==> config.mk <==
export PLATFORM = sky130hd
export DESIGN_NAME = controlador_dma_hd_flat
export DESIGN_NICKNAME = d
export VERILOG_FILES = /design/src/rtl/controlador_dma_hd_pkg.sv /design/src/rtl/controlador_dma_hd_if.sv /design/src/rtl/controlador_dma_hd_contador.sv /design/src/rtl/controlador_dma_hd.sv /design/src/flat_wrapper.sv
export SDC_FILE = /design/constraint.sdc
export NUM_CORES = 1
export LEC_CHECK = 0
export ABC_AREA = 1
export ABC_CLOCK_PERIOD_IN_PS = 2400
export BUFFER_PORTS_ARGS = -buffer_cell sky130_fd_sc_hd__buf_2
export CORE_AREA = 4 4 113 115
export DETAILED_ROUTE_END_ITERATION = 8
export DIE_AREA = 0 0 117 119
export PLACE_DENSITY = 0.7
export SLEW_MARGIN = 20
export SYNTH_ARGS = -nofsm -noshare
export SYNTH_HDL_FRONTEND = slang
export SYNTH_HIERARCHICAL = 1
export SYNTH_SLANG_ARGS = --single-unit
==> constraint.sdc <==
create_clock -name clk -period 2.4 [get_ports clk]
set_input_delay 0.48 -clock clk [delete_from_list [all_inputs] [get_ports clk]]
set_output_delay 0.48 -clock clk [all_outputs]
set_load 0.05 [all_outputs]
==> src/rtl/controlador_dma_hd_pkg.sv <==
// ---------------------------------------------------------------------------
// controlador_dma_hd_pkg
// Shared definitions for the HD <-> data-memory DMA sequencer:
//   - estado_t   : sequencer state encoding (IDLE=0, RD=1, WR=2, FIN=3)
//   - DIR_*      : transfer direction constants for cmd_dir
//   - DEF_*      : default widths for memory address, HD address and length
// ---------------------------------------------------------------------------
package controlador_dma_hd_pkg;

  localparam int DEF_MEM_ADDR_W = 10;
  localparam int DEF_HD_ADDR_W  = 16;
  localparam int DEF_LEN_W      = 9;
  localparam int DATA_W         = 32;

  localparam logic DIR_HD2MEM = 1'b0;
  localparam logic DIR_MEM2HD = 1'b1;

  typedef enum logic [1:0] {
    ST_IDLE = 2'd0,
    ST_RD   = 2'd1,
    ST_WR   = 2'd2,
    ST_FIN  = 2'd3
  } estado_t;

endpackage

==> src/rtl/controlador_dma_hd_if.sv <==
// ---------------------------------------------------------------------------
// controlador_dma_hd_if
// Bundles every bus the DMA sequencer touches:
//   command   : cmd_valid, cmd_dir, cmd_hd_addr, cmd_mem_addr, cmd_len
//   core side : cpu_mem_we, cpu_mem_addr, cpu_mem_wdata
//   memory    : mem_we, mem_addr, mem_wdata (out), mem_rdata (in, 1-cycle latency)
//   HD        : hd_we, hd_addr, hd_wdata (out), hd_rdata (in, 1-cycle latency)
//   status    : stall, busy, done, checksum
// Modports:
//   master : the sequencer (drives memory/HD ports and status)
//   slave  : the surrounding system (core, memory, HD model)
// ---------------------------------------------------------------------------
interface controlador_dma_hd_if
  import controlador_dma_hd_pkg::*;
#(
  parameter int MEM_ADDR_W = DEF_MEM_ADDR_W,
  parameter int HD_ADDR_W  = DEF_HD_ADDR_W,
  parameter int LEN_W      = DEF_LEN_W
);

  logic                  cmd_valid;
  logic                  cmd_dir;
  logic [HD_ADDR_W-1:0]  cmd_hd_addr;
  logic [MEM_ADDR_W-1:0] cmd_mem_addr;
  logic [LEN_W-1:0]      cmd_len;

  logic                  cpu_mem_we;
  logic [DATA_W-1:0]     cpu_mem_addr;
  logic [DATA_W-1:0]     cpu_mem_wdata;

  logic                  mem_we;
  logic [MEM_ADDR_W-1:0] mem_addr;
  logic [DATA_W-1:0]     mem_wdata;
  logic [DATA_W-1:0]     mem_rdata;

  logic                  hd_we;
  logic [HD_ADDR_W-1:0]  hd_addr;
  logic [DATA_W-1:0]     hd_wdata;
  logic [DATA_W-1:0]     hd_rdata;

  logic                  stall;
  logic                  busy;
  logic                  done;
  logic [DATA_W-1:0]     checksum;

  modport master (
    input  cmd_valid, cmd_dir, cmd_hd_addr, cmd_mem_addr, cmd_len,
    input  cpu_mem_we, cpu_mem_addr, cpu_mem_wdata,
    input  mem_rdata, hd_rdata,
    output mem_we, mem_addr, mem_wdata,
    output hd_we, hd_addr, hd_wdata,
    output stall, busy, done, checksum
  );

  modport slave (
    output cmd_valid, cmd_dir, cmd_hd_addr, cmd_mem_addr, cmd_len,
    output cpu_mem_we, cpu_mem_addr, cpu_mem_wdata,
    output mem_rdata, hd_rdata,
    input  mem_we, mem_addr, mem_wdata,
    input  hd_we, hd_addr, hd_wdata,
    input  stall, busy, done, checksum
  );

endinterface

==> src/rtl/controlador_dma_hd_contador.sv <==
// ---------------------------------------------------------------------------
// contador_enderecos_dma
// Address and length counters for the DMA sequencer.
//   clk, reset   : clock, asynchronous active-low reset
//   load         : capture hd_ini / mem_ini / len_ini
//   step         : advance both addresses by one word, decrement remaining
//   hd_addr      : current HD word address (wraps modulo 2^HD_ADDR_W)
//   mem_addr     : current memory word address (wraps modulo 2^MEM_ADDR_W)
//   chega_zero   : remaining count is 1, i.e. the next step empties it
// ---------------------------------------------------------------------------
module contador_enderecos_dma #(
  parameter int HD_ADDR_W  = 16,
  parameter int MEM_ADDR_W = 10,
  parameter int LEN_W      = 9
) (
  input  logic                  clk,
  input  logic                  reset,
  input  logic                  load,
  input  logic                  step,
  input  logic [HD_ADDR_W-1:0]  hd_ini,
  input  logic [MEM_ADDR_W-1:0] mem_ini,
  input  logic [LEN_W-1:0]      len_ini,
  output logic [HD_ADDR_W-1:0]  hd_addr,
  output logic [MEM_ADDR_W-1:0] mem_addr,
  output logic                  chega_zero
);

  logic [HD_ADDR_W-1:0]  hd_q;
  logic [MEM_ADDR_W-1:0] mem_q;
  logic [LEN_W-1:0]      rem_q;

  // NOTE: clocked state uses non-blocking assignments so every register
  // samples pre-edge values regardless of process evaluation order.
  always_ff @(posedge clk or negedge reset) begin
    if (!reset) begin
      hd_q  <= '0;
      mem_q <= '0;
      rem_q <= '0;
    end else if (load) begin
      hd_q  <= hd_ini;
      mem_q <= mem_ini;
      rem_q <= len_ini;
    end else if (step) begin
      // Plain binary increment: addresses wrap silently at 2^width.
      hd_q  <= hd_q + HD_ADDR_W'(1);
      mem_q <= mem_q + MEM_ADDR_W'(1);
      rem_q <= rem_q - LEN_W'(1);
    end
  end

  assign hd_addr    = hd_q;
  assign mem_addr   = mem_q;
  assign chega_zero = (rem_q == LEN_W'(1));

endmodule

==> src/rtl/controlador_dma_hd.sv <==
// ---------------------------------------------------------------------------
// controlador_dma_hd
// Block-copy sequencer between the HD model and data memory, triggered by an
// HD instruction from the control unit. Stalls the core for the whole copy,
// owns the data-memory port while copying and passes the core's requests
// through when idle.
//   clk    : system clock, rising edge
//   reset  : asynchronous, active-low
//   bus    : controlador_dma_hd_if.master (command, core request, memory
//            port, HD port, stall/busy/done/checksum)
// Each word takes two cycles: RD presents the source address, WR writes the
// source read data (1-cycle latency) to the destination.
// Optional feature: define DMA_CHECKSUM_EN to build a running XOR of all
// transferred words; otherwise checksum is tied to zero.
// ---------------------------------------------------------------------------
module controlador_dma_hd
  import controlador_dma_hd_pkg::*;
#(
  parameter int MEM_ADDR_W = DEF_MEM_ADDR_W,
  parameter int HD_ADDR_W  = DEF_HD_ADDR_W,
  parameter int LEN_W      = DEF_LEN_W
) (
  input  logic                   clk,
  input  logic                   reset,
  controlador_dma_hd_if.master   bus
);

  estado_t               state_q, state_d;
  logic                  dir_q;
  logic                  accept;
  logic                  load;
  logic                  step;
  logic                  chega_zero;
  logic                  engine;
  logic [HD_ADDR_W-1:0]  hd_cnt;
  logic [MEM_ADDR_W-1:0] mem_cnt;
  logic [DATA_W-1:0]     word;

  contador_enderecos_dma #(
    .HD_ADDR_W  (HD_ADDR_W),
    .MEM_ADDR_W (MEM_ADDR_W),
    .LEN_W      (LEN_W)
  ) u_contador (
    .clk        (clk),
    .reset      (reset),
    .load       (load),
    .step       (step),
    .hd_ini     (bus.cmd_hd_addr),
    .mem_ini    (bus.cmd_mem_addr),
    .len_ini    (bus.cmd_len),
    .hd_addr    (hd_cnt),
    .mem_addr   (mem_cnt),
    .chega_zero (chega_zero)
  );

  always_ff @(posedge clk or negedge reset) begin
    if (!reset) begin
      state_q <= ST_IDLE;
      dir_q   <= DIR_HD2MEM;
    end else begin
      state_q <= state_d;
      if (load) dir_q <= bus.cmd_dir;
    end
  end

  // NOTE: every combinational output gets a default before the case so no
  // path leaves a signal unassigned, which would otherwise infer a latch.
  always_comb begin
    state_d = state_q;
    accept  = 1'b0;
    load    = 1'b0;
    step    = 1'b0;
    unique case (state_q)
      ST_IDLE: begin
        if (bus.cmd_valid) begin
          accept = 1'b1;
          if (bus.cmd_len != '0) begin
            load    = 1'b1;
            state_d = ST_RD;
          end else begin
            state_d = ST_FIN;
          end
        end
      end
      ST_RD:   state_d = ST_WR;
      ST_WR: begin
        step    = 1'b1;
        state_d = chega_zero ? ST_FIN : ST_RD;
      end
      // cmd_valid is still high here (same instruction); it is ignored.
      ST_FIN:  state_d = ST_IDLE;
      default: state_d = ST_IDLE;
    endcase
  end

  // Source read data for the current word, selected by the latched direction.
  assign word   = (dir_q == DIR_MEM2HD) ? bus.mem_rdata : bus.hd_rdata;
  assign engine = (state_q == ST_RD) || (state_q == ST_WR);

  always_comb begin
    bus.stall     = ((state_q == ST_IDLE) && bus.cmd_valid) || engine;
    bus.busy      = engine;
    bus.done      = (state_q == ST_FIN);
    bus.mem_we    = bus.cpu_mem_we;
    bus.mem_addr  = bus.cpu_mem_addr[MEM_ADDR_W-1:0];
    bus.mem_wdata = bus.cpu_mem_wdata;
    bus.hd_we     = 1'b0;
    bus.hd_addr   = hd_cnt;
    bus.hd_wdata  = word;
    if (engine) begin
      // The memory address is held over RD and WR: it is the read address in
      // RD for mem->HD and the write address in WR for HD->mem.
      bus.mem_addr  = mem_cnt;
      bus.mem_wdata = word;
      bus.mem_we    = (state_q == ST_WR) && (dir_q == DIR_HD2MEM);
      bus.hd_we     = (state_q == ST_WR) && (dir_q == DIR_MEM2HD);
    end
  end

`ifdef DMA_CHECKSUM_EN
  logic [DATA_W-1:0] checksum_q;

  always_ff @(posedge clk or negedge reset) begin
    if (!reset) begin
      checksum_q <= '0;
    end else if (accept) begin
      checksum_q <= '0;
    end else if (step) begin
      checksum_q <= checksum_q ^ word;
    end
  end

  assign bus.checksum = checksum_q;
`else
  // accept only feeds the checksum register; fold it in harmlessly.
  assign bus.checksum = {DATA_W{accept & 1'b0}};
`endif

endmodule

==> src/flat_wrapper.sv <==
// flat-port wrapper written by rule: the top's interface ports become plain ports
module controlador_dma_hd_flat import controlador_dma_hd_pkg::*;
#(
  parameter int MEM_ADDR_W = DEF_MEM_ADDR_W,
  parameter int HD_ADDR_W  = DEF_HD_ADDR_W,
  parameter int LEN_W      = DEF_LEN_W
)
  (clk, reset, bus_cmd_valid, bus_cmd_dir, bus_cmd_hd_addr, bus_cmd_mem_addr, bus_cmd_len, bus_cpu_mem_we, bus_cpu_mem_addr, bus_cpu_mem_wdata, bus_mem_rdata, bus_hd_rdata, bus_mem_we, bus_mem_addr, bus_mem_wdata, bus_hd_we, bus_hd_addr, bus_hd_wdata, bus_stall, bus_busy, bus_done, bus_checksum);
  controlador_dma_hd_if #(.MEM_ADDR_W(MEM_ADDR_W), .HD_ADDR_W(HD_ADDR_W), .LEN_W(LEN_W)) bus_i ();
  input  logic clk;
  input  logic reset;
  input wire logic [$bits(bus_i.cmd_valid)-1:0] bus_cmd_valid;
  input wire logic [$bits(bus_i.cmd_dir)-1:0] bus_cmd_dir;
  input wire logic [$bits(bus_i.cmd_hd_addr)-1:0] bus_cmd_hd_addr;
  input wire logic [$bits(bus_i.cmd_mem_addr)-1:0] bus_cmd_mem_addr;
  input wire logic [$bits(bus_i.cmd_len)-1:0] bus_cmd_len;
  input wire logic [$bits(bus_i.cpu_mem_we)-1:0] bus_cpu_mem_we;
  input wire logic [$bits(bus_i.cpu_mem_addr)-1:0] bus_cpu_mem_addr;
  input wire logic [$bits(bus_i.cpu_mem_wdata)-1:0] bus_cpu_mem_wdata;
  input wire logic [$bits(bus_i.mem_rdata)-1:0] bus_mem_rdata;
  input wire logic [$bits(bus_i.hd_rdata)-1:0] bus_hd_rdata;
  output wire logic [$bits(bus_i.mem_we)-1:0] bus_mem_we;
  output wire logic [$bits(bus_i.mem_addr)-1:0] bus_mem_addr;
  output wire logic [$bits(bus_i.mem_wdata)-1:0] bus_mem_wdata;
  output wire logic [$bits(bus_i.hd_we)-1:0] bus_hd_we;
  output wire logic [$bits(bus_i.hd_addr)-1:0] bus_hd_addr;
  output wire logic [$bits(bus_i.hd_wdata)-1:0] bus_hd_wdata;
  output wire logic [$bits(bus_i.stall)-1:0] bus_stall;
  output wire logic [$bits(bus_i.busy)-1:0] bus_busy;
  output wire logic [$bits(bus_i.done)-1:0] bus_done;
  output wire logic [$bits(bus_i.checksum)-1:0] bus_checksum;
  assign bus_i.cmd_valid = bus_cmd_valid;
  assign bus_i.cmd_dir = bus_cmd_dir;
  assign bus_i.cmd_hd_addr = bus_cmd_hd_addr;
  assign bus_i.cmd_mem_addr = bus_cmd_mem_addr;
  assign bus_i.cmd_len = bus_cmd_len;
  assign bus_i.cpu_mem_we = bus_cpu_mem_we;
  assign bus_i.cpu_mem_addr = bus_cpu_mem_addr;
  assign bus_i.cpu_mem_wdata = bus_cpu_mem_wdata;
  assign bus_i.mem_rdata = bus_mem_rdata;
  assign bus_i.hd_rdata = bus_hd_rdata;
  assign bus_mem_we = bus_i.mem_we;
  assign bus_mem_addr = bus_i.mem_addr;
  assign bus_mem_wdata = bus_i.mem_wdata;
  assign bus_hd_we = bus_i.hd_we;
  assign bus_hd_addr = bus_i.hd_addr;
  assign bus_hd_wdata = bus_i.hd_wdata;
  assign bus_stall = bus_i.stall;
  assign bus_busy = bus_i.busy;
  assign bus_done = bus_i.done;
  assign bus_checksum = bus_i.checksum;
  controlador_dma_hd #(.MEM_ADDR_W(MEM_ADDR_W), .HD_ADDR_W(HD_ADDR_W), .LEN_W(LEN_W)) u_core (.clk(clk), .reset(reset), .bus(bus_i));
endmodule
Yosys cells after proc, flatten, opt, wreduce, memory -nomap -nowiden
Cells that the tools add are included.
{"block": "totals", "register_bits": 38, "out_inout_bits": 127, "wordCells": 41, "input_bits": 168}
{"block": "op_classes", "n_addsub": 3, "mux": 19, "n_eq_ne": 5, "n_bitwise": 1, "reduce_logical": 8}
{"cell": "2-to-1 mux 32 bit", "n": 2}
{"cell": "2-to-1 mux 16 bit", "n": 2}
{"cell": "2-to-1 mux 10 bit", "n": 3}
{"cell": "2-to-1 mux 9 bit", "n": 2}
{"cell": "adder 16 x 1 -> 16 bit (second input constant)", "n": 1}
{"cell": "adder 10 x 1 -> 10 bit (second input constant)", "n": 1}
{"cell": "== test 9 x 1 -> 1 bit (second input constant)", "n": 1}
{"cell": "nonzero test 9 bit", "n": 1}
{"cell": "subtractor 9 x 1 -> 9 bit (second input constant)", "n": 1}
{"cell": "case mux 2 bit (4 select lines)", "n": 1}
{"cell": "2-to-1 mux 1 bit", "n": 6}
{"cell": "2-to-1 mux 2 bit", "n": 3}
{"cell": "== test 2 bit (second input constant)", "n": 2}
{"cell": "logical AND 1 bit", "n": 3}
{"cell": "== test 2 x 1 -> 1 bit (second input constant)", "n": 1}
{"cell": "logical NOT 2 bit", "n": 1}
{"cell": "logical OR 1 bit", "n": 2}
{"cell": "!= test 2 bit (second input constant)", "n": 1}
{"cell": "nonzero test 2 bit", "n": 1}
{"cell": "NOT 1 bit", "n": 1}

Logic depth before layout (Yosys ltp)
Gate-level depths: netlist of the first run.
{"block": "logic_depth", "ltp_word": 5, "mapped_depth": 12, "ltp_nobuf": 10}

By module
Netlist of the first run, hierarchy kept.
{"module": "contador_enderecos_dma", "area_per_inst_um2": 2174.6, "seq_area_each_um2": 875.8, "n_inst": 1, "cells_each": 283}
{"module": "controlador_dma_hd", "area_per_inst_um2": 1457.6, "seq_area_each_um2": 75.1, "n_inst": 1, "cells_each": 286}

Worst setup path after synthesis of the first run
OpenSTA, ideal clock, no wires.
{"block": "synth_timing", "path_type": "register to output", "start": "reg u_core.state_q[1]", "end": "out bus_mem_we", "path_stages_with_launch": 6, "path_slack_ps": -531, "t_arrival_ps": 2451, "path_buffers": 1, "required_ps": 1920, "path_cell_list": "dfrtp_1 inv_1 ha_1 buf_4 nand2_1 o21ai_0"}
{"block": "synth_between", "elab_chain_cells": 3, "elab_cells_between_ends": 5, "classes_between": "eq/ne: 2; mux: 1; reduce/logical: 2"}
{"item": "start, declared", "line_no": "controlador_dma_hd.sv:28", "rtl": "estado_t state_q, state_d;"}
{"item": "start signal, assigned", "line_no": "controlador_dma_hd.sv:61", "rtl": "state_q <= state_d;"}
{"item": "== test 2 x 1 -> 1 bit / == test 2 bit (equally long branches)", "line_no": "controlador_dma_hd.sv:98", "rtl": "assign engine = (state_q == ST_RD) || (state_q == ST_WR);"}
{"item": "logical OR 1 bit (*)", "line_no": "controlador_dma_hd.sv:98"}
{"item": "via bus_busy", "line_no": "flat_wrapper.sv:29", "rtl": "output wire logic [$bits(bus_i.busy)-1:0] bus_busy;"}
{"item": "2-to-1 mux 1 bit (*)", "line_no": "controlador_dma_hd.sv:110", "rtl": "if (engine) begin"}
{"item": "end, declared", "line_no": "flat_wrapper.sv:22", "rtl": "output wire logic [$bits(bus_i.mem_we)-1:0] bus_mem_we;"}
The timed path passes the listed nets; every way through them passes the cells marked *.

Worst setup path in the final report of the first run
{"block": "layout_timing", "start": "reg u_core.state_q[1]", "end": "out bus_mem_wdata[25]"}
{"block": "layout_between", "elab_chain_cells": 3, "elab_cells_between_ends": 4, "classes_between": "eq/ne: 2; mux: 1; reduce/logical: 1"}
{"item": "== test 2 x 1 -> 1 bit / == test 2 bit (equally long branches)", "line_no": "controlador_dma_hd.sv:98"}
{"item": "logical OR 1 bit (*)", "line_no": "controlador_dma_hd.sv:98"}
{"item": "2-to-1 mux 32 bit (*)", "line_no": "controlador_dma_hd.sv:110"}
{"item": "end, declared", "line_no": "flat_wrapper.sv:24", "rtl": "output wire logic [$bits(bus_i.mem_wdata)-1:0] bus_mem_wdata;"}
Mark *: on every way between the ends. The rest lies on a longest branch, timed or not.

==> impl_results.md, run 1 <==
* Tcrit/Tclk final at 96.0%
* IO Port Bufs at 240
* Die Wd at 117 µm
* Grt total ovfl at 0
* GP Congestion at 0.823
* DRT iter0 DRCs at 344
* Largest area contributor in the synthesized netlist: dfrtp_1
* H-tree Lvls at 2
* Ys async rst share at 100%
* Synth cell types at 34
* Hold-fix buffers, CTS at 0
* First-pass GRT wire length at 20.1 mm
* Clock Tree Buf Depth at 2
* Hold Vio Cnt, Final at 0
* Layout Nets at 990
* Fmax at 0.434 GHz
* Row count at 40
* CP endpoint kind: primary output
* Syn-to-layout area delta at 55.3%
* Synth cell count leaders: nand2_1, nor2_1, nand3_1
* Mapped Cells at 569
* Routed WL at 13.6 mm
* Top cell type's share of synthesized area at 26.2%
* Die ar. at 13,900 µm²
* Synth area leaders: dfrtp_1, nand2_1, buf_4, nor2_1, nand3_1
* Hold Crit Class: in -> async
* Post-route worst setup slack at 0.0963 ns
* Post-Syn Area at 3630 µm²
* Worst EP required at 1.92 ns
* Synth Flop Type: dfrtp_1
* CP Launch Type: flop
* Vias in the first global route at 4,052
* Largest net degree at the start of global routing at 35
* Vias at 4,493
* CTS Buf Count at 5
* Post-synth EDFFs at 0
* CTS tree: done
* RSZ-0062 raised after global routing: false
* Clk sinks at 38
* Synthesized area per cell at 6.38 µm²
* Flip-flop and latch count after synthesis at 38
* Worst-path clk slew at 0.06 ns
* # diodes at 0
* Crit path kind: reg -> out
* Initial antenna violation count at 0
* Synth Warn # at 6
* Fraction of layout instances using a drive strength above 1 at 39.1%
* Detailed Routing Iterations Pass 1 at 5
* Fin crit period at 2.30 ns
* Via/cell ratio at 4.68
* Final Max Slew Viols at 0
* Post-route DRC at 0
* Post-synthesis sequential area ratio at 26.2%
* IO Pins at 295
* Post-DP HPWL at 10.9 mm
* Die Y at 119 µm
* DP Worst Slack at 0.138 ns
* Final setup viols at 0
* Total GRT Usage at 17.8%
* Outcome: complete, no violations
* CP Max Fanout at 6
* Wirelength per Cell at 14.2 µm
* Critical Path AT at 1.82 ns
* CTS Root Cell: clkbuf_16
* Most instantiated library cell after synthesis: nand2_1
* CORE AREA at 11,800 µm²
* Final hold slack at 0.0826 ns
* Maxcap violations at 0
* Initial Utilization at 30.8%
* Antenna viol nets, final at 0
* Worst-Skew Late Latency at 0.28 ns
* Layout Skew at 0.00401 ns
==> cells by family (layout without fill, tap and decap cells) <==
group / Yosys count / after routing / synth area share [%]
fa+ha+maj: 9 / 9 / 3.10
xor+xnor: 9 / 9 / 2.17
flops: 38 / 38 / 26.2
other cells: 1 / 32 / 0.103
simple gates: 331 / 331 / 37.9
compound gates: 84 / 84 / 15.1
buf+inv: 97 / 310 / 15.4
==> path summary, 6_finish.rpt <==
check | from | end | slack, ns | cells past startpoint
max | u_core/state_q[1] | bus_mem_wdata[25] | 0.1 | 7
min | reset | u_core/u_contador/hd_addr[14] | 0.08 | 1
max reg2reg | u_core/state_q[1] | u_core/u_contador/hd_addr[5] | 0.39 | 11
min reg2reg | u_core/u_contador/rem_q[6] | u_core/u_contador/rem_q[6] | 0.53 | 2
max in group asynchronous | reset | u_core/dir_q | 1.68 | 2
min in group clk | bus_cmd_hd_addr[1] | u_core/u_contador/hd_addr[1] | 0.41 | 3
==> timing repair <==
item,CTS,global route
cloned,0,1
endpoints found under the hold margin,0,0
setup buffers,3,6
pin swaps,1,1
endpoints found under the setup margin,38,38
gates resized for setup,28,32
==> critical path: stages, from the launching register on <==
cell     delay [ns]
dfrtp_1        0.39
inv_1          0.11
ha_4           0.34
buf_4          0.17
buf_6          0.15
nor2_1         0.08
a31oi_4        0.14
buf_6          0.18
==> stage by stage <==
step                util [%]  setup TNS, ns  area (µm²)  std cells
finish                  47.8              0        5640        960
global route            47.8              0        5640        960
CTS                     46.4              0        5480        953
detailed placement      44.5              0        5250        943
global placement        44.5              0        5250        943
floorplan                  -         -0.274        4130        600
==> metal layers <==
layer,global-route usage (%),up-vias,share of wire (%)
li1,-,2300,-
met1,24.5,2021,44
met2,30.2,161,49
met3,1.93,11,6.3
met4,3.30,0,0.70
met5,0,-,0
==> layout make-up <==
cell class | count | area (µm²)
clock buffer | 7 | 133
fill | 1218 | 6170
inverter | 41 | 159
multi-input combinational | 465 | 2630
sequential | 38 | 951
tap | 147 | 184
timing repair buffer | 262 | 1580
==> registers in the layout (all words and copies together), names as in the netlist <==
signal,flops
u_core/u_contador/rem_q,9
u_core/u_contador/mem_addr,10
u_core/u_contador/hd_addr,16
u_core/state_q,2
u_core/dir_q,1
==> placed cells by master, fill, tap and decap left out, types with 3 or more instances in the layout <==
cell       synthesis  final
o21bai_1           3      3
dfrtp_1           38     38
a31oi_4            0     22
buf_2              9    204
nor2_2             4      5
o211ai_1           5      5
ha_1               9      8
o21ai_1           10     11
nand4_1            6      6
nand2_1          215    215
inv_1             34     33
clkbuf_4           0      7
buf_12             0      3
nor2_1            56     55
buf_4             40     28
nand3_1           41     41
a22oi_1           22     22
xor2_1             6      6
a21oi_1            6      6
inv_2              5      6
conb_1             1     32
a31oi_2            0      8
clkbuf_16          0      6
buf_6              4     19
xnor2_1            3      3
Power of run 1 is not shown: default switching activity piles up to over one toggle a cycle in this logic, so the estimate is an artifact.
==> run 2: changes to the inputs <==
GPL_TIMING_DRIVEN = 0   (was unset)
PLACE_DENSITY = 0.66   (was 0.7)
==> run 2 against run 1 <==
  * Cell area up 3.2%
  * Global-route usage is 2.4 points higher
  * Clock skew decreased by 0.0021 ns
  * Register-to-register slack worse by 0.06 ns
  * First-iteration DRC count down 25%
  * Routed wire length rose by 9.7%
  * Highest routed layer unchanged
==> impl_results.md, run 2 (synthesis results as in run 1) <==
* CP peak stage delay at 0.40 ns
* Worst-path clk slew at 0.06 ns
* Fraction of layout instances using a drive strength above 1 at 41.5%
* CTS Root Cell: clkbuf_16
* Antenna viol nets, final at 0
* Vias in the first global route at 4,306
* Commonest non-fill, non-tap cells in the layout: nand2_1, buf_2, buf_4, nor2_1, nand3_1
* Fillers at 1,247
* Critical Path AT at 1.83 ns
* Crit-path most repeated cell: buf_4
* CP bufs+invs at 4
* GP Congestion at 0.896
* Fin cells at 996
* Clk sinks at 38
* Final setup viols at 0
* Fmax at 0.433 GHz
* Inst Count DP at 987
* Clock Tree Buf Depth at 2
* CTS Buf Count at 5
* CORE AREA at 11,800 µm²
* First-pass GRT wire length at 22.5 mm
* Hold Vio Cnt, Final at 0
* Fin crit period at 2.31 ns
* Final Max Slew Viols at 0
* Hold Crit Class: in -> async
* Wirelength per Cell at 15.0 µm
* Largest register FFs at 16
* RSZ-0062 raised after global routing: false
* Worst Max-Slew Pin Slew at 0.889 ns
* Hold-fix buffers, CTS at 0
* Post-DP HPWL at 12.3 mm
* CTS tree: done
* Total GRT Usage at 20.2%
* Layout Skew at 0.00189 ns
* Crit path max-delay family: buffers and inverters
* Initial antenna violation count at 0
* Worst EP required at 1.92 ns
* Worst-Skew Late Latency at 0.28 ns
* Die Y at 119 µm
* CP endpoint kind: primary output
* IO Port Bufs at 240
* Most common cell after layout, fill and taps aside: nand2_1
* Routed WL at 15.0 mm
* Layout Nets at 1,025
* Row count at 40
* Crit path kind: reg -> out
* Final TNS setup at 0 ns
* CP Cell Sequence: inv_2, ha_4, buf_8, buf_4, a31oi_2, buf_4
* CP Launch Type: flop
* Via/cell ratio at 4.66
* Die ar. at 13,900 µm²
* Syn-to-layout area delta at 60.4%
* Vias at 4,639
* Post-route DRC at 0
* Detailed Routing Iterations Pass 1 at 4
* Tcrit/Tclk final at 96.2%
* Initial Utilization at 30.8%
* # diodes at 0
* Dpl cell area at 5520 µm²
* IO Pins at 295
* Outcome: complete, no violations
* Grt total ovfl at 0
* Final Instance Area at 5820 µm²
* H-tree Lvls at 2
* DRT iter0 DRCs at 257
* Die Wd at 117 µm
* Maxcap violations at 0
* Largest net degree at the start of global routing at 39
* CP Max Fanout at 10
* Crit path max-delay cell type: dfrtp_1
* Slew headroom at 40.8%
run 2: changes by cell type in the layout (fill, tap and decap cells not counted):
cell	change
clkinv_2	+1
nor2_1	+1
buf_2	+3
buf_1	+2
nor2_2	-1
clkbuf_8	+1
buf_4	+45
inv_1	-1
inv_2	+1
buf_8	+1
buf_6	-7
clkbuf_16	-1
clkbuf_4	-6
buf_12	-3
run 2: final timing paths:
check / from / cells after the start / end / slack (ns)
setup / recovery: u_core/state_q[1] / 6 / bus_mem_wdata[8] / 0.09
hold / removal: reset / 1 / u_core/u_contador/hd_addr[11] / 0.32
setup reg to reg: u_core/state_q[1] / 9 / u_core/u_contador/hd_addr[12] / 0.33
hold reg to reg: u_core/u_contador/rem_q[6] / 2 / u_core/u_contador/rem_q[6] / 0.54
max in group asynchronous: reset / 1 / u_core/u_contador/rem_q[4] / 1.52
min in group clk: bus_cmd_hd_addr[1] / 3 / u_core/u_contador/hd_addr[1] / 0.42
run 2: metrics by stage:
step	hold WS, ns	utilization (%)	setup slack, ns
finish	0.325	49.3	0.0918
global route	0.401	49.3	0.0131
CTS	0.357	49.1	0.0148
detailed placement	0.520	46.7	-0.0578
global placement	0.516	46.7	-0.0573
floorplan	0.184	-	-0.122
run 2: final cells by class:
cell class              count  area (µm²)  share of cell area [%]
plain buffers              56         429                    7.37
clock buffers               7         143                    2.45
clock inverters             1        5.00                  0.0859
inverters                  41         159                    2.73
multi-input cells         465        2630                    45.2
flip-flops and latches     38         951                    16.3
well taps                 147         184                    3.16
repair buffers            241        1320                    22.7
run 2: repair_timing:
action                                  in CTS  in global routing
endpoints found under the hold margin        0                  0
gates cloned                                 0                  0
endpoints found under the setup margin      44                 44
pin swaps                                    0                  1
resized for setup                           49                  6
setup buffers                                0                  1
run 2: per-layer routing:
metal | vias up | wire length, µm | GRT usage, %
met5 | - | 0 | 0
met4 | 0 | 282 | 4.73
met3 | 18 | 1160 | 3.05
met2 | 183 | 7480 | 35.5
met1 | 2072 | 6030 | 25.7
li1 | 2366 | - | -
Power of run 2 is left out for the same reason.
==> run 3: changes to the inputs <==
CAP_MARGIN = 20   (was unset)
CTS_CLUSTER_SIZE = 10   (was unset)
MAX_ROUTING_LAYER = met4   (was unset)
==> run 3 against run 2 <==
  * Die area unchanged
  * Register-to-register slack barely moved
  * Final cell count unchanged
  * First-iteration DRC count rose by 7.0%
  * Setup slack improved by 0.0029 ns
  * Routed wire length increased by 0.72%
  * Sequential cell count is the same
  * Critical path type unchanged
  * Critical endpoint is now bus_mem_wdata[26]
==> impl_results.md, run 3 (synthesis results as in run 1) <==
* CTS Root Cell: clkbuf_16
* Die ar. at 13,900 µm²
* Outcome: complete, no violations
* Crit path max-delay cell type: dfrtp_1
* CP endpoint kind: primary output
* Reg-to-reg endpoint: u_core/u_contador/hd_addr[12]
* Final setup viols at 0
* Grt total ovfl at 0
* DRT iter0 DRCs at 275
* Layout Skew at 0.00512 ns
* CORE AREA at 11,800 µm²
* Maxcap violations at 0
* Commonest non-fill, non-tap cells in the layout: nand2_1, buf_2, buf_4, nor2_1, nand3_1
* Fraction of layout instances using a drive strength above 1 at 41.5%
* Most common cell after layout, fill and taps aside: nand2_1
* First-pass GRT wire length at 22.5 mm
* Final Core Density at 49.3%
* Largest register FFs at 16
* # diodes at 0
* Vias in the first global route at 4,305
* Reg2reg setup slack at 0.34 ns
* Dpl cell area at 5520 µm²
* Syn-to-layout area delta at 60.4%
* Via/cell ratio at 4.66
* Post-route DRC at 0
* Vias at 4,644
* Clock Tree Buf Depth at 2
* Worst-path clk slew at 0.06 ns
* Met2 WL at 7.52 mm
* Initial Utilization at 30.8%
* GP Congestion at 0.911
* Wirelength per Cell at 15.1 µm
* Largest net degree at the start of global routing at 39
* Hold Crit Class: in -> async
* Fillers at 1,247
* CTS Buf Count at 5
* Final Instance Area at 5820 µm²
* M1 WL at 6.21 mm
* Area of the multi-input gates at 2630 µm²
* Post-DP HPWL at 12.3 mm
* CP Cell Sequence: inv_2, ha_4, buf_8, buf_6, nor2_1, a31oi_4, buf_4
* Die Y at 119 µm
* Fin crit period at 2.31 ns
* FF-to-FF Start: u_core/state_q[1]
* Detailed Routing Iterations Pass 1 at 4
* Clk sinks at 38
* Routed WL at 15.1 mm
* Critical Path AT at 1.83 ns
* Initial antenna violation count at 0
* Crit path kind: reg -> out
* Hold Vio Cnt, Final at 0
* RSZ-0062 raised after global routing: false
* Row count at 40
* Worst R2R Path Depth at 9
* Worst-Skew Late Latency at 0.28 ns
* Total GRT Usage at 20.8%
* IO Port Bufs at 240
* Layout Nets at 1,025
* Final TNS setup at 0 ns
* CP Launch Type: flop
* Top Metal Used: met4
* IO Pins at 295
* CTS tree: done
* Final Max Slew Viols at 0
* Met3 wire len at 1.06 mm
* H-tree Lvls at 2
* Antenna viol nets, final at 0
* Worst EP required at 1.92 ns
* Die Wd at 117 µm
* Slew headroom at 41.2%
* Fmax at 0.434 GHz
* CP peak stage delay at 0.40 ns
* Tcrit/Tclk final at 96.1%
* CP Max Fanout at 10
* Hold-fix buffers, CTS at 0
* Worst Max-Slew Pin Slew at 0.882 ns
* Sequential cell area at 951 µm²
==> run 3: cell counts in the layout (fill, tap and decap cells not counted) <==
No cell type changed its count.
==> run 3: worst max-delay path: cells and delay by family, from the launching register on <==
kind                     cells  cell delay, ns
flip-flops                   1            0.40
adder cells (fa/ha/maj)      1            0.32
AND/OR/NAND/NOR              1            0.08
buffers and inverters        4            0.61
AO/OA/AOI/OAI                1            0.13
==> run 3: metal layers <==
layer	vias to the layer above	GRT usage [%]
met4	0	4.73
met5	-	-
met1	2080	25.7
li1	2366	-
met3	18	3.00
met2	180	35.6
==> run 3: worst max-delay path by stage <==
stage / start / end / slack, ns / cells after the start
final: u_core/state_q[1] / bus_mem_wdata[26] / 0.09 / 7
after global routing: u_core/state_q[0] / bus_mem_wdata[29] / 0.01 / 7
after CTS: u_core/state_q[1] / bus_mem_wdata[26] / 0.01 / 7
after detailed placement: u_core/state_q[0] / bus_mem_wdata[29] / -0.06 / 6
after global placement: u_core/state_q[1] / bus_mem_wdata[29] / -0.06 / 6
after floorplan: u_core/state_q[0] / bus_mem_wdata[0] / -0.12 / 5
==> run 3: layout make-up <==
| cell class | count | share of cell area, % |
|---|---|---|
| timing repair buffer | 241 | 22.7 |
| sequential | 38 | 16.3 |
| tap | 147 | 3.16 |
| multi-input combinational | 465 | 45.2 |
| clock inverter | 1 | 0.0859 |
| inverter | 41 | 2.73 |
| buffer | 56 | 7.37 |
| clock buffer | 7 | 2.45 |
==> run 3: per-stage QoR <==
step	instances	hold WS (ns)	setup slack, ns
after global placement	987	0.516	-0.0573
after floorplan	600	0.184	-0.122
after detailed placement	987	0.520	-0.0578
after CTS	995	0.357	0.0148
final	996	0.320	0.0948
after global routing	996	0.400	0.0131
==> run 3: repair_timing <==
item                                    4_1_cts  5_1_grt
pin swaps                                     0        1
setup buffers                                 0        1
resized for setup                            49        6
endpoints found under the setup margin       44       44
Power of run 3 is left out for the same reason.
